--- src/rtl/legv8_inst_encoder_loader_if.sv ---
// Field-level instruction stream in, instruction-memory write port out.
// The slave side is the loader; the master side is whoever feeds programs and models memory.
interface legv8_inst_encoder_loader_if #(
   parameter int ADDR_WIDTH = 6
);
   logic                  start;
   logic [ADDR_WIDTH-1:0] start_addr;
   logic                  in_valid;
   logic                  in_ready;
   logic [2:0]            op_class;
   logic [4:0]            rd;
   logic [4:0]            rn;
   logic [4:0]            rm;
   logic [18:0]           imm;
   logic                  mem_we;
   logic [ADDR_WIDTH-1:0] mem_addr;
   logic [31:0]           mem_wdata;
   logic                  mem_ack;
   logic [ADDR_WIDTH:0]   count;
   logic                  full;
   logic                  err;

   modport slave (
      input  start, start_addr, in_valid, op_class, rd, rn, rm, imm, mem_ack,
      output in_ready, mem_we, mem_addr, mem_wdata, count, full, err
   );

   modport master (
      output start, start_addr, in_valid, op_class, rd, rn, rm, imm, mem_ack,
      input  in_ready, mem_we, mem_addr, mem_wdata, count, full, err
   );
endinterface

--- src/rtl/legv8_inst_encoder_loader.sv ---
// Encodes LEGv8 R/D/CB instructions from field descriptions and writes them
// sequentially into instruction memory, one word per accepted request.
module legv8_inst_encoder_loader #(
   parameter int ADDR_WIDTH = 6
) (
   input  logic                          clk,
   input  logic                          rst_n,
   legv8_inst_encoder_loader_if.slave    bus
);

   typedef enum logic [0:0] {
      IDLE  = 1'b0,
      WRITE = 1'b1
   } state_t;

   localparam logic [ADDR_WIDTH:0]   DEPTH_C = {1'b1, {ADDR_WIDTH{1'b0}}};
   localparam logic [ADDR_WIDTH:0]   CNT_ONE = {{ADDR_WIDTH{1'b0}}, 1'b1};
   localparam logic [ADDR_WIDTH-1:0] PTR_ONE = {{(ADDR_WIDTH-1){1'b0}}, 1'b1};
   localparam logic [2:0]            OP_ILLEGAL = 3'd7;

   state_t                state_q, state_d;
   logic [ADDR_WIDTH-1:0] ptr_q, ptr_d;
   logic [ADDR_WIDTH:0]   cnt_q, cnt_d;
   logic                  full_q, full_d;
   logic                  err_q, err_d;
   logic [31:0]           wdata_q, wdata_d;

   // Builds the 32-bit word; unused fields (shamt, op2) are forced to zero.
   function automatic logic [31:0] encode(
      input logic [2:0]  op,
      input logic [4:0]  f_rd,
      input logic [4:0]  f_rn,
      input logic [4:0]  f_rm,
      input logic [18:0] f_imm
   );
      logic [31:0] w;
      case (op)
         3'd0:    w = {11'b10001011000, f_rm, 6'b000000, f_rn, f_rd};
         3'd1:    w = {11'b11001011000, f_rm, 6'b000000, f_rn, f_rd};
         3'd2:    w = {11'b10001010000, f_rm, 6'b000000, f_rn, f_rd};
         3'd3:    w = {11'b10101010000, f_rm, 6'b000000, f_rn, f_rd};
         3'd4:    w = {11'b11111000010, f_imm[8:0], 2'b00, f_rn, f_rd};
         3'd5:    w = {11'b11111000000, f_imm[8:0], 2'b00, f_rn, f_rd};
         3'd6:    w = {8'b10110100, f_imm, f_rd};
         default: w = 32'h0000_0000;
      endcase
      return w;
   endfunction

   // State and datapath registers; reset also drops a pending write immediately.
   always_ff @(posedge clk or negedge rst_n) begin
      if (!rst_n) begin
         state_q <= IDLE;
         ptr_q   <= '0;
         cnt_q   <= '0;
         full_q  <= 1'b0;
         err_q   <= 1'b0;
         wdata_q <= 32'h0000_0000;
      end else begin
         state_q <= state_d;
         ptr_q   <= ptr_d;
         cnt_q   <= cnt_d;
         full_q  <= full_d;
         err_q   <= err_d;
         wdata_q <= wdata_d;
      end
   end

   // Next-state logic: start has priority over a transfer while idle.
   always_comb begin
      state_d = state_q;
      ptr_d   = ptr_q;
      cnt_d   = cnt_q;
      full_d  = full_q;
      err_d   = 1'b0;
      wdata_d = wdata_q;
      case (state_q)
         IDLE: begin
            if (bus.start) begin
               ptr_d  = bus.start_addr;
               cnt_d  = '0;
               full_d = 1'b0;
            end else if (bus.in_valid && !full_q) begin
               if (bus.op_class == OP_ILLEGAL) begin
                  err_d = 1'b1;
               end else begin
                  wdata_d = encode(bus.op_class, bus.rd, bus.rn, bus.rm, bus.imm);
                  state_d = WRITE;
               end
            end else begin
               state_d = IDLE;
            end
         end
         WRITE: begin
            // The pointer wraps silently; full is judged on the count alone.
            if (bus.mem_ack) begin
               state_d = IDLE;
               ptr_d   = ptr_q + PTR_ONE;
               cnt_d   = cnt_q + CNT_ONE;
               full_d  = ((cnt_q + CNT_ONE) == DEPTH_C);
            end else begin
               state_d = WRITE;
            end
         end
         default: begin
            state_d = IDLE;
         end
      endcase
   end

   // Output mapping; only in_ready depends combinationally on an input.
   always_comb begin
      bus.in_ready  = (state_q == IDLE) && !full_q && !bus.start;
      bus.mem_we    = (state_q == WRITE);
      bus.mem_addr  = ptr_q;
      bus.mem_wdata = wdata_q;
      bus.count     = cnt_q;
      bus.full      = full_q;
      bus.err       = err_q;
   end

endmodule

--- src/flat_wrapper.sv ---
// flat-port wrapper written by rule: the top's interface ports become plain ports
module legv8_inst_encoder_loader_flat 
#(
   parameter int ADDR_WIDTH = 6
)
  (clk, rst_n, bus_start, bus_start_addr, bus_in_valid, bus_op_class, bus_rd, bus_rn, bus_rm, bus_imm, bus_mem_ack, bus_in_ready, bus_mem_we, bus_mem_addr, bus_mem_wdata, bus_count, bus_full, bus_err);
  legv8_inst_encoder_loader_if #(.ADDR_WIDTH(ADDR_WIDTH)) bus_i ();
  input  logic clk;
  input  logic rst_n;
  input wire logic [$bits(bus_i.start)-1:0] bus_start;
  input wire logic [$bits(bus_i.start_addr)-1:0] bus_start_addr;
  input wire logic [$bits(bus_i.in_valid)-1:0] bus_in_valid;
  input wire logic [$bits(bus_i.op_class)-1:0] bus_op_class;
  input wire logic [$bits(bus_i.rd)-1:0] bus_rd;
  input wire logic [$bits(bus_i.rn)-1:0] bus_rn;
  input wire logic [$bits(bus_i.rm)-1:0] bus_rm;
  input wire logic [$bits(bus_i.imm)-1:0] bus_imm;
  input wire logic [$bits(bus_i.mem_ack)-1:0] bus_mem_ack;
  output wire logic [$bits(bus_i.in_ready)-1:0] bus_in_ready;
  output wire logic [$bits(bus_i.mem_we)-1:0] bus_mem_we;
  output wire logic [$bits(bus_i.mem_addr)-1:0] bus_mem_addr;
  output wire logic [$bits(bus_i.mem_wdata)-1:0] bus_mem_wdata;
  output wire logic [$bits(bus_i.count)-1:0] bus_count;
  output wire logic [$bits(bus_i.full)-1:0] bus_full;
  output wire logic [$bits(bus_i.err)-1:0] bus_err;
  assign bus_i.start = bus_start;
  assign bus_i.start_addr = bus_start_addr;
  assign bus_i.in_valid = bus_in_valid;
  assign bus_i.op_class = bus_op_class;
  assign bus_i.rd = bus_rd;
  assign bus_i.rn = bus_rn;
  assign bus_i.rm = bus_rm;
  assign bus_i.imm = bus_imm;
  assign bus_i.mem_ack = bus_mem_ack;
  assign bus_in_ready = bus_i.in_ready;
  assign bus_mem_we = bus_i.mem_we;
  assign bus_mem_addr = bus_i.mem_addr;
  assign bus_mem_wdata = bus_i.mem_wdata;
  assign bus_count = bus_i.count;
  assign bus_full = bus_i.full;
  assign bus_err = bus_i.err;
  legv8_inst_encoder_loader #(.ADDR_WIDTH(ADDR_WIDTH)) u_core (.clk(clk), .rst_n(rst_n), .bus(bus_i));
endmodule
--- config.mk ---
export PLATFORM = sky130hd
export DESIGN_NAME = legv8_inst_encoder_loader_flat
export DESIGN_NICKNAME = d
export VERILOG_FILES = /design/src/rtl/legv8_inst_encoder_loader_if.sv /design/src/rtl/legv8_inst_encoder_loader.sv /design/src/flat_wrapper.sv
export SDC_FILE = /design/constraint.sdc
export NUM_CORES = 1
export LEC_CHECK = 0
export BUFFER_PORTS_ARGS = -buffer_cell sky130_fd_sc_hd__buf_2
export CORE_MARGIN = 4
export CORE_UTILIZATION = 53
export CTS_BUF_LIST = sky130_fd_sc_hd__clkbuf_4 sky130_fd_sc_hd__clkbuf_8
export DETAILED_ROUTE_END_ITERATION = 10
export GPL_TIMING_DRIVEN = 0
export MAX_ROUTING_LAYER = met4
export PLACE_DENSITY = 0.83
export SYNTH_ARGS = -nofsm -noshare
export SYNTH_HDL_FRONTEND = slang
export SYNTH_SLANG_ARGS = --single-unit
--- constraint.sdc ---
create_clock -name clk -period 4.49 [get_ports clk]
set_input_delay 0.898 -clock clk [delete_from_list [all_inputs] [get_ports clk]]
set_output_delay 0.898 -clock clk [all_outputs]
set_load 0.01 [all_outputs]
== Word-level counts from Yosys, hierarchy flattened ==
Index checks and enable logic that the tools add are counted.

* Register bits: 48
* Word-level logic and storage cells: 48

* Bitwise gates (word level): 3
* Add/sub/neg operators: 2
* Eq/ne operators: 10
* Mux-type cells: 19
* Reductions and logical operators: 8

{| class="wikitable"
|+ Operators with widths
! kind !! number
|-
| 32-bit case mux with 7 select lines || 1
|-
| 7-bit two-way mux || 2
|-
| 7-bit case mux with 2 select lines || 1
|-
| 3-bit equality test, second input constant || 4
|-
| 6-bit two-way mux || 2
|-
| 6-bit case mux with 2 select lines || 1
|-
| 1-bit two-way mux || 10
|-
| 7-bit by 1-bit adder with 7-bit output, second input constant || 1
|-
| 7-bit equality test, second input constant || 1
|-
| 6-bit by 1-bit adder with 6-bit output, second input constant || 1
|-
| 3-bit by 2-bit equality test with 1-bit output, second input constant || 2
|-
| 2-bit != test, second input constant || 2
|-
| 1-bit case mux with 2 select lines || 2
|-
| 4-bit AND reduction || 1
|-
| 3-bit by 1-bit equality test with 1-bit output, second input constant || 1
|-
| 1-bit logical AND || 3
|-
| 3-bit zero test || 1
|-
| 1-bit NOT || 3
|-
| 1-bit zero test || 2
|-
| 2-bit AND reduction || 1
|}

== Depth between registers and ports, before layout ==
Gate-level depths: netlist of the first run.

* Word-level depth: 5
* Depth in mapped cells: 8
* Gate-level depth less buffers: 5

== Least setup slack after synthesis of the first run ==
No wires, ideal clock.

* Path kind: input -> register
* From: in bus_start
* To: reg u_core.wdata_q[24] (netlist: u_core.bus.mem_wdata[24])
* Buffers on the path: 3
* Required time: 4.369 ns
* Stages: 6
* Arrival time: 2.188 ns
* Slack: 2.181 ns
* Cell sequence: buf_2 > or4b_4 > a21o_1 > buf_6 > buf_6 > a22o_1

* Cells in the longest elaborated chain, start to end: 2

{| class="wikitable"
|+ RTL lines
! item !! RTL line !! RTL
|-
| from (decl) || flat_wrapper.sv:10 || <nowiki>input wire logic [$bits(bus_i.start)-1:0] bus_start;</nowiki>
|-
| 1-bit NOT (no line) || - ||
|-
| 4-bit AND reduction (no line) || - ||
|-
| to (signal assigned) || legv8_inst_encoder_loader.sv:65 || <nowiki>wdata_q <= wdata_d;</nowiki>
|-
| to (decl) || legv8_inst_encoder_loader.sv:26 || <nowiki>logic [31:0] wdata_q, wdata_d;</nowiki>
|}

No other way between the ends.
A chain may end at the register's enable or synchronous reset.

== Worst setup path in the final report of the first run ==
* From: in bus_start
* To: out bus_in_ready

* Cells in the longest elaborated chain, start to end: 2

{| class="wikitable"
|+ RTL lines
! item !! RTL line !! RTL
|-
| 1-bit zero test || legv8_inst_encoder_loader.sv:113 || <nowiki>bus.in_ready = (state_q == IDLE) && !full_q && !bus.start;</nowiki>
|-
| 1-bit logical AND || legv8_inst_encoder_loader.sv:113 ||
|-
| to (decl) || flat_wrapper.sv:19 || <nowiki>output wire logic [$bits(bus_i.in_ready)-1:0] bus_in_ready;</nowiki>
|}

No other way between the ends.

==> impl_metrics.tcl, run 1 <==
set metrics [dict create \
    status "finished clean" \
    syn_area_per_cell_um2 9.47 \
    leakage_nw 1.49 \
    nNetsFinal 393 \
    synth.net_count 294 \
    cpPeakStageDelay_ns 0.26 \
    required_ns 3.59 \
    n_fill_cell 336 \
    power_frac_clock_pct 23.9 \
    reg2regPathDepth 5 \
    setup_viol 0 \
    final_layout_size_suffix_gt1_share_pct 31.5 \
    hold_violations 0 \
    dp_hpwl_um 4700 \
    design_area_um2 2920 \
    whs_path_depth 2 \
    vdd_drop_max_v 0.000169 \
    drtAntennaViolNets 0 \
    critical_path.endpoint_type "output port" \
    crit_type "in2out" \
    comb_power_share_pct 26.2 \
    final_util_pct 71.4 \
    dr_total_vias 2189 \
    power.switching_mw 0.353 \
    critPathSlowestCell "nor3_1" \
    placed_cell_area_um2 2830 \
    yosysWarnings 0 \
    cts_setup_buffers 0 \
    rsz0062_at_grt "no" \
    pin_count 97 \
    dieArea_um2 5460 \
    hold_class "reg2reg" \
    cts.clk_slew.worst_paths_ns 0.08 \
    yosysUniqueCellTypes 34 \
    syn-cell-area_um2 2300 \
    vias_per_cell 5.57 \
    multi_input_area_um2 1010 \
    cts_num_sinks 48 \
    finalCritPeriodShare_pct 53.3 \
    path_delay_family "buffers and inverters" \
    finalWirelength_um 6160 \
    finalSetupTns_ns 0 \
    start_util_pct 56.3 \
    p_seq_share_pct 49.9 \
    grt_remaining_overflow 0 \
    clk_path_buf_depth 2 \
    power.internal_mw 0.753 \
    grt_pass1_wl_um 9740 \
    crit_fanout 8 \
    cp_common_cell "buf_2" \
    core_um2 4090 \
    place.gp.congestion 0.869 \
    slew_viol_final 0 \
    netSwitchingFraction_pct 31.9 \
    first_global_vias 2087 \
    post-route-min-period_ns 2.39 \
    die_h_um 73.9 \
    drt_pass1_iterations 4 \
    cap_violations 0 \
    ys_ff_latch 48 \
    relSlewSlack_pct 31.4 \
    final_common_cell "buf_2" \
    clk_latency_ns 0.30 \
    drtIter0Drc 168 \
    power_density_nw_per_um2 379 \
    cts_tree "built" \
    cts_made_buffers 5 \
    path_cells "buf_2 > nor3_1 > buf_2" \
    route.detailed.wl_per_inst_um 15.7 \
    die_w_um 73.9 \
    cp.arrival_ns 1.49 \
    cts_resized 0 \
    cts_hold_buf 0 \
    ys_seq_area_share_pct 52.2 \
    cts_max_level 2 \
    totalPowerFinal_mw 1.11 \
    tightest_slew_ns 1.03 \
    drc 0 \
    antenna_cells 0 \
    max_freq_ghz 0.418 \
    cts_root_buf "clkbuf_8" \
    path_buf_inv 2 \
    antenna_found_initial 0 \
    grt_max_degree 49 \
    cp.depth 3 \
    mostFrequentLayoutCells "95 x buf_2, 48 x dfrtp_1, 43 x nand2_1, 23 x nor2_1, 17 x o21ai_0" \
    regArea_um2 1200 \
    synthToLayoutAreaGrowth_pct 26.7 \
    syn_inst 243 \
    startpoint_type "input port" \
    clock_skew_ns 0.00610 \
    numPortBuffers 92 \
    num_rows 23 \
    grt_util_all_layers_pct 24.1 \
]
-- registers in the layout (all words and copies together), names as in the netlist --
register              count
u_core.bus.mem_wdata     32
u_core.bus.count          7
u_core.bus.mem_addr       6
u_core.bus.err            1
u_core.bus.full           1
u_core.bus.mem_we         1
-- power groups by stage --
stage / clock network [mW] / logic [mW] / registers [mW]
2_1_floorplan: 0 / 0.124 / 0.590
3_3_place_gp: 0 / 0.285 / 0.558
3_5_place_dp: 0 / 0.293 / 0.560
4_1_cts: 0.268 / 0.295 / 0.551
5_1_grt: 0.290 / 0.322 / 0.560
6_report: 0.264 / 0.290 / 0.552
-- cell usage after synthesis, drive strengths merged --
| cell type | number | area (um2) |
|---|---|---|
| a32o | 1 | 10.0 |
| o31ai | 4 | 30.0 |
| clkbuf | 10 | 37.5 |
| inv | 3 | 11.3 |
| mux2i | 4 | 40.0 |
| nand2b | 4 | 25.0 |
| a22o | 9 | 78.8 |
| a22oi | 7 | 52.6 |
| a21oi | 14 | 70.1 |
| a211oi | 6 | 45.0 |
| or3 | 2 | 12.5 |
| nand3 | 7 | 35.0 |
| dfrtp | 48 | 1200 |
| xnor2 | 1 | 8.76 |
| nand4 | 2 | 12.5 |
| a21o | 8 | 60.1 |
| o211ai | 1 | 7.51 |
| o22a | 1 | 8.76 |
| a32oi | 2 | 17.5 |
| buf | 6 | 45.0 |
| nor2 | 23 | 86.3 |
| o32a | 1 | 10.0 |
| mux2 | 1 | 11.3 |
| nor3 | 2 | 10.0 |
| nand2 | 43 | 161 |
| ha | 3 | 37.5 |
| nor2b | 3 | 18.8 |
| o21ai | 17 | 85.1 |
| or4b | 1 | 13.8 |
| xor2 | 1 | 8.76 |
| and2 | 3 | 18.8 |
| o22ai | 5 | 31.3 |
-- metrics by stage --
step / worst slack [ns] / hold WS [ns] / instances
after floorplan: 2.18 / 0.504 / 243
after global placement: 2.07 / 0.454 / 385
after detailed placement: 2.05 / 0.458 / 385
after CTS: 2.09 / 0.479 / 393
after global routing: 2.03 / 0.496 / 393
final: 2.10 / 0.479 / 393
-- worst register-to-register path, stage by stage, from the launching register on --
cell and delay, ns:
dfrtp_1 0.45, or4b_4 0.57, a21oi_1 0.31, buf_4 0.25, nand3_1 0.12, nand2_1 0.10
-- final timing paths --
check	startpoint	endpoint	slack (ns)
min in group asynchronous	rst_n	u_core.bus.mem_wdata[0]	0.77
worst max register to register	u_core.bus.mem_we	u_core.bus.mem_wdata[13]	2.64
worst min register to register	u_core.bus.mem_wdata[0]	u_core.bus.mem_wdata[0]	0.48
worst min-delay path	u_core.bus.mem_wdata[0]	u_core.bus.mem_wdata[0]	0.48
worst max-delay path	bus_start	bus_in_ready	2.10
max in group asynchronous	rst_n	u_core.bus.mem_wdata[30]	3.08
-- final cells by class --
class                           count  share of cell area, %
Clock inverter                      2                  0.343
Timing Repair Buffer               92                   15.8
Tap cell                           50                   2.14
Multi-Input combinational cell    176                   34.5
Clock buffer                        6                   2.83
Sequential cell                    48                   41.2
Inverter                            3                  0.386
Buffer                             16                   2.83
-- kinds of logic (layout without fill, tap and decap cells) --
family / after synthesis / in the layout / share of synthesized area (%)
mux: 5 / 5 / 2.23
flops: 48 / 48 / 52.2
xor+xnor: 2 / 2 / 0.761
buf+inv: 19 / 119 / 4.08
simple gates: 90 / 90 / 17.1
compound gates: 76 / 76 / 22.0
fa+ha+maj: 3 / 3 / 1.63
-- metal layers --
layer	wire [um]	vias to the layer above	GRT usage, %
met2	3050	84	37.7
met3	442	8	3.97
met1	2570	1034	31.3
li1	-	1063	-
met5	0	-	-
met4	91	0	9.66
Note: power is estimated with default switching activity, not from simulation.
==> run 2: changes to the inputs <==
- CORE_UTILIZATION: 53 -> 45
- PLACE_DENSITY: 0.83 -> 0.75
- clock period: 4.49 -> 2.16 ns (I/O delays scaled with it)
==> run 2 against run 1 <==
Net effect: clock-buffer cell count unchanged; total power increased by 100%; global-route usage decreased by 3.2 points; non-clock buffer count unchanged; final cell count increased by 4.1%; hold slack got worse by 0.16 ns; sequential share of layout area decreased by 0.14 points; sequential power increased by 110%; critical endpoint is now u_core.bus.mem_wdata[23]; largest cell class unchanged.
==> impl_metrics.tcl, run 2 (same netlist as run 1, synthesis figures left out) <==
set metrics [dict create \
    clk_path_buf_depth 2 \
    grt_max_degree 49 \
    cts_num_sinks 48 \
    drtIter0Drc 152 \
    dp_hpwl_um 4460 \
    dr_total_vias 2210 \
    pin_count 97 \
    preCtsSetupSlack_ns 0.191 \
    max_freq_ghz 0.549 \
    n_fill_cell 421 \
    drc 0 \
    critical_path.endpoint_type "flip-flop" \
    fin_ws_ns 0.337 \
    r2r_start "u_core.bus.mem_we" \
    dp_cells 402 \
    clk_latency_ns 0.29 \
    slew_viol_final 0 \
    grt_util_all_layers_pct 20.9 \
    place.gp.congestion 0.826 \
    cts_root_buf "clkbuf_8" \
    finalSetupTns_ns 0 \
    reg2reg_setup_slack_ns 0.34 \
    top_layer "met4" \
    numPortBuffers 92 \
    finalWirelength_um 6080 \
    rsz0062_at_grt "no" \
    multi_input_area_um2 1010 \
    regArea_um2 1200 \
    cts.clk_slew.worst_paths_ns 0.09 \
    cts_made_buffers 5 \
    setup_viol 0 \
    final_util_pct 60.4 \
    cts_max_level 2 \
    vias_per_cell 5.40 \
    power_density_nw_per_um2 773 \
    reg2regPathDepth 5 \
    drtAntennaViolNets 0 \
    mostFrequentLayoutCells "95 x buf_2, 48 x dfrtp_1, 43 x nand2_1, 23 x nor2_1, 17 x o21ai_0" \
    nNetsFinal 393 \
    antenna_cells 0 \
    final_layout_size_suffix_gt1_share_pct 31.3 \
    hold_class "in2async" \
    post-route-min-period_ns 1.82 \
    finalCritPeriodShare_pct 84.4 \
    cts_tree "built" \
    cts_resized 0 \
    cp-startpoint "u_core.bus.mem_we" \
    vdd_drop_max_v 0.000371 \
    route.detailed.wl_per_inst_um 14.9 \
    hold_violations 0 \
    wl_met2_um 2750 \
    synthToLayoutAreaGrowth_pct 27.2 \
    cts_hold_buf 0 \
    relSlewSlack_pct 30.4 \
    crit_fanout 10 \
    required_ns 2.35 \
    first_global_vias 2147 \
    drt_pass1_iterations 4 \
    grt_remaining_overflow 0 \
    die_h_um 79.5 \
    start_util_pct 47.5 \
    antenna_found_initial 0 \
    wl_met1_um 2740 \
    die_w_um 79.5 \
    leakage_nw 1.48 \
    cp.arrival_ns 2.01 \
    met3_length_um 560 \
    num_rows 25 \
    final_common_cell "buf_2" \
    worstReg2RegEnd "u_core.bus.mem_wdata[23]" \
    totalPowerFinal_mw 2.26 \
    clock_skew_ns 0.00508 \
    status "finished clean" \
    cts_setup_buffers 0 \
    largest_reg_flops 32 \
    crit_type "reg2reg" \
    startpoint_type "flip-flop" \
    cap_violations 0 \
    finalNonFillerCells 409 \
    core_um2 4850 \
    grt_pass1_wl_um 10200 \
    cp-endpoint "u_core.bus.mem_wdata[23]" \
    dieArea_um2 6320 \
    tightest_slew_ns 1.04 \
]
==> run 2: area by class of cell <==
cell class	count	share of cell area (%)
clock buffers	6	2.61
inverters	3	0.385
plain buffers	16	2.82
flip-flops and latches	48	41.0
multi-input cells	176	34.4
well taps	67	2.86
clock inverters	1	0.171
repair buffers	92	15.7
==> run 2: through the flow <==
| step | hold WS (ns) | instance area (um2) |
|---|---|---|
| floorplan | 0.136 | 2300 |
| global placement | 0.454 | 2850 |
| detailed placement | 0.458 | 2850 |
| CTS | 0.315 | 2930 |
| global route | 0.331 | 2930 |
| finish | 0.318 | 2930 |
==> run 2: worst min-delay path by stage <==
stage                                       start                        to  slack, ns  cells past startpoint
after floorplan                             rst_n       u_core.bus.count[0]       0.14                      0
after global placement    u_core.bus.mem_wdata[0]   u_core.bus.mem_wdata[0]       0.45                      2
after detailed placement  u_core.bus.mem_wdata[1]   u_core.bus.mem_wdata[1]       0.46                      2
after CTS                               bus_rd[2]   u_core.bus.mem_wdata[2]       0.31                      3
after global routing                    bus_rd[0]   u_core.bus.mem_wdata[0]       0.33                      3
final                                       rst_n  u_core.bus.mem_wdata[24]       0.32                      1
==> run 2: metal layers <==
layer | vias to the layer above | GRT usage, %
met4 | 0 | 4.12
met1 | 1042 | 28.8
li1 | 1056 | -
met3 | 2 | 4.85
met2 | 110 | 32.0
met5 | - | -
==> run 2: worst max-delay path, cell delays in order, from the launching register on <==
cell	delay [ns]
dfrtp_1	0.45
or4b_4	0.57
a21o_1	0.18
buf_6	0.14
buf_6	0.14
a22o_1	0.23
==> run 2: report_power, final <==
group | internal (mW) | switching, mW
Combinational | 0.268 | 0.330
Sequential | 1.04 | 0.107
Clock | 0.233 | 0.284
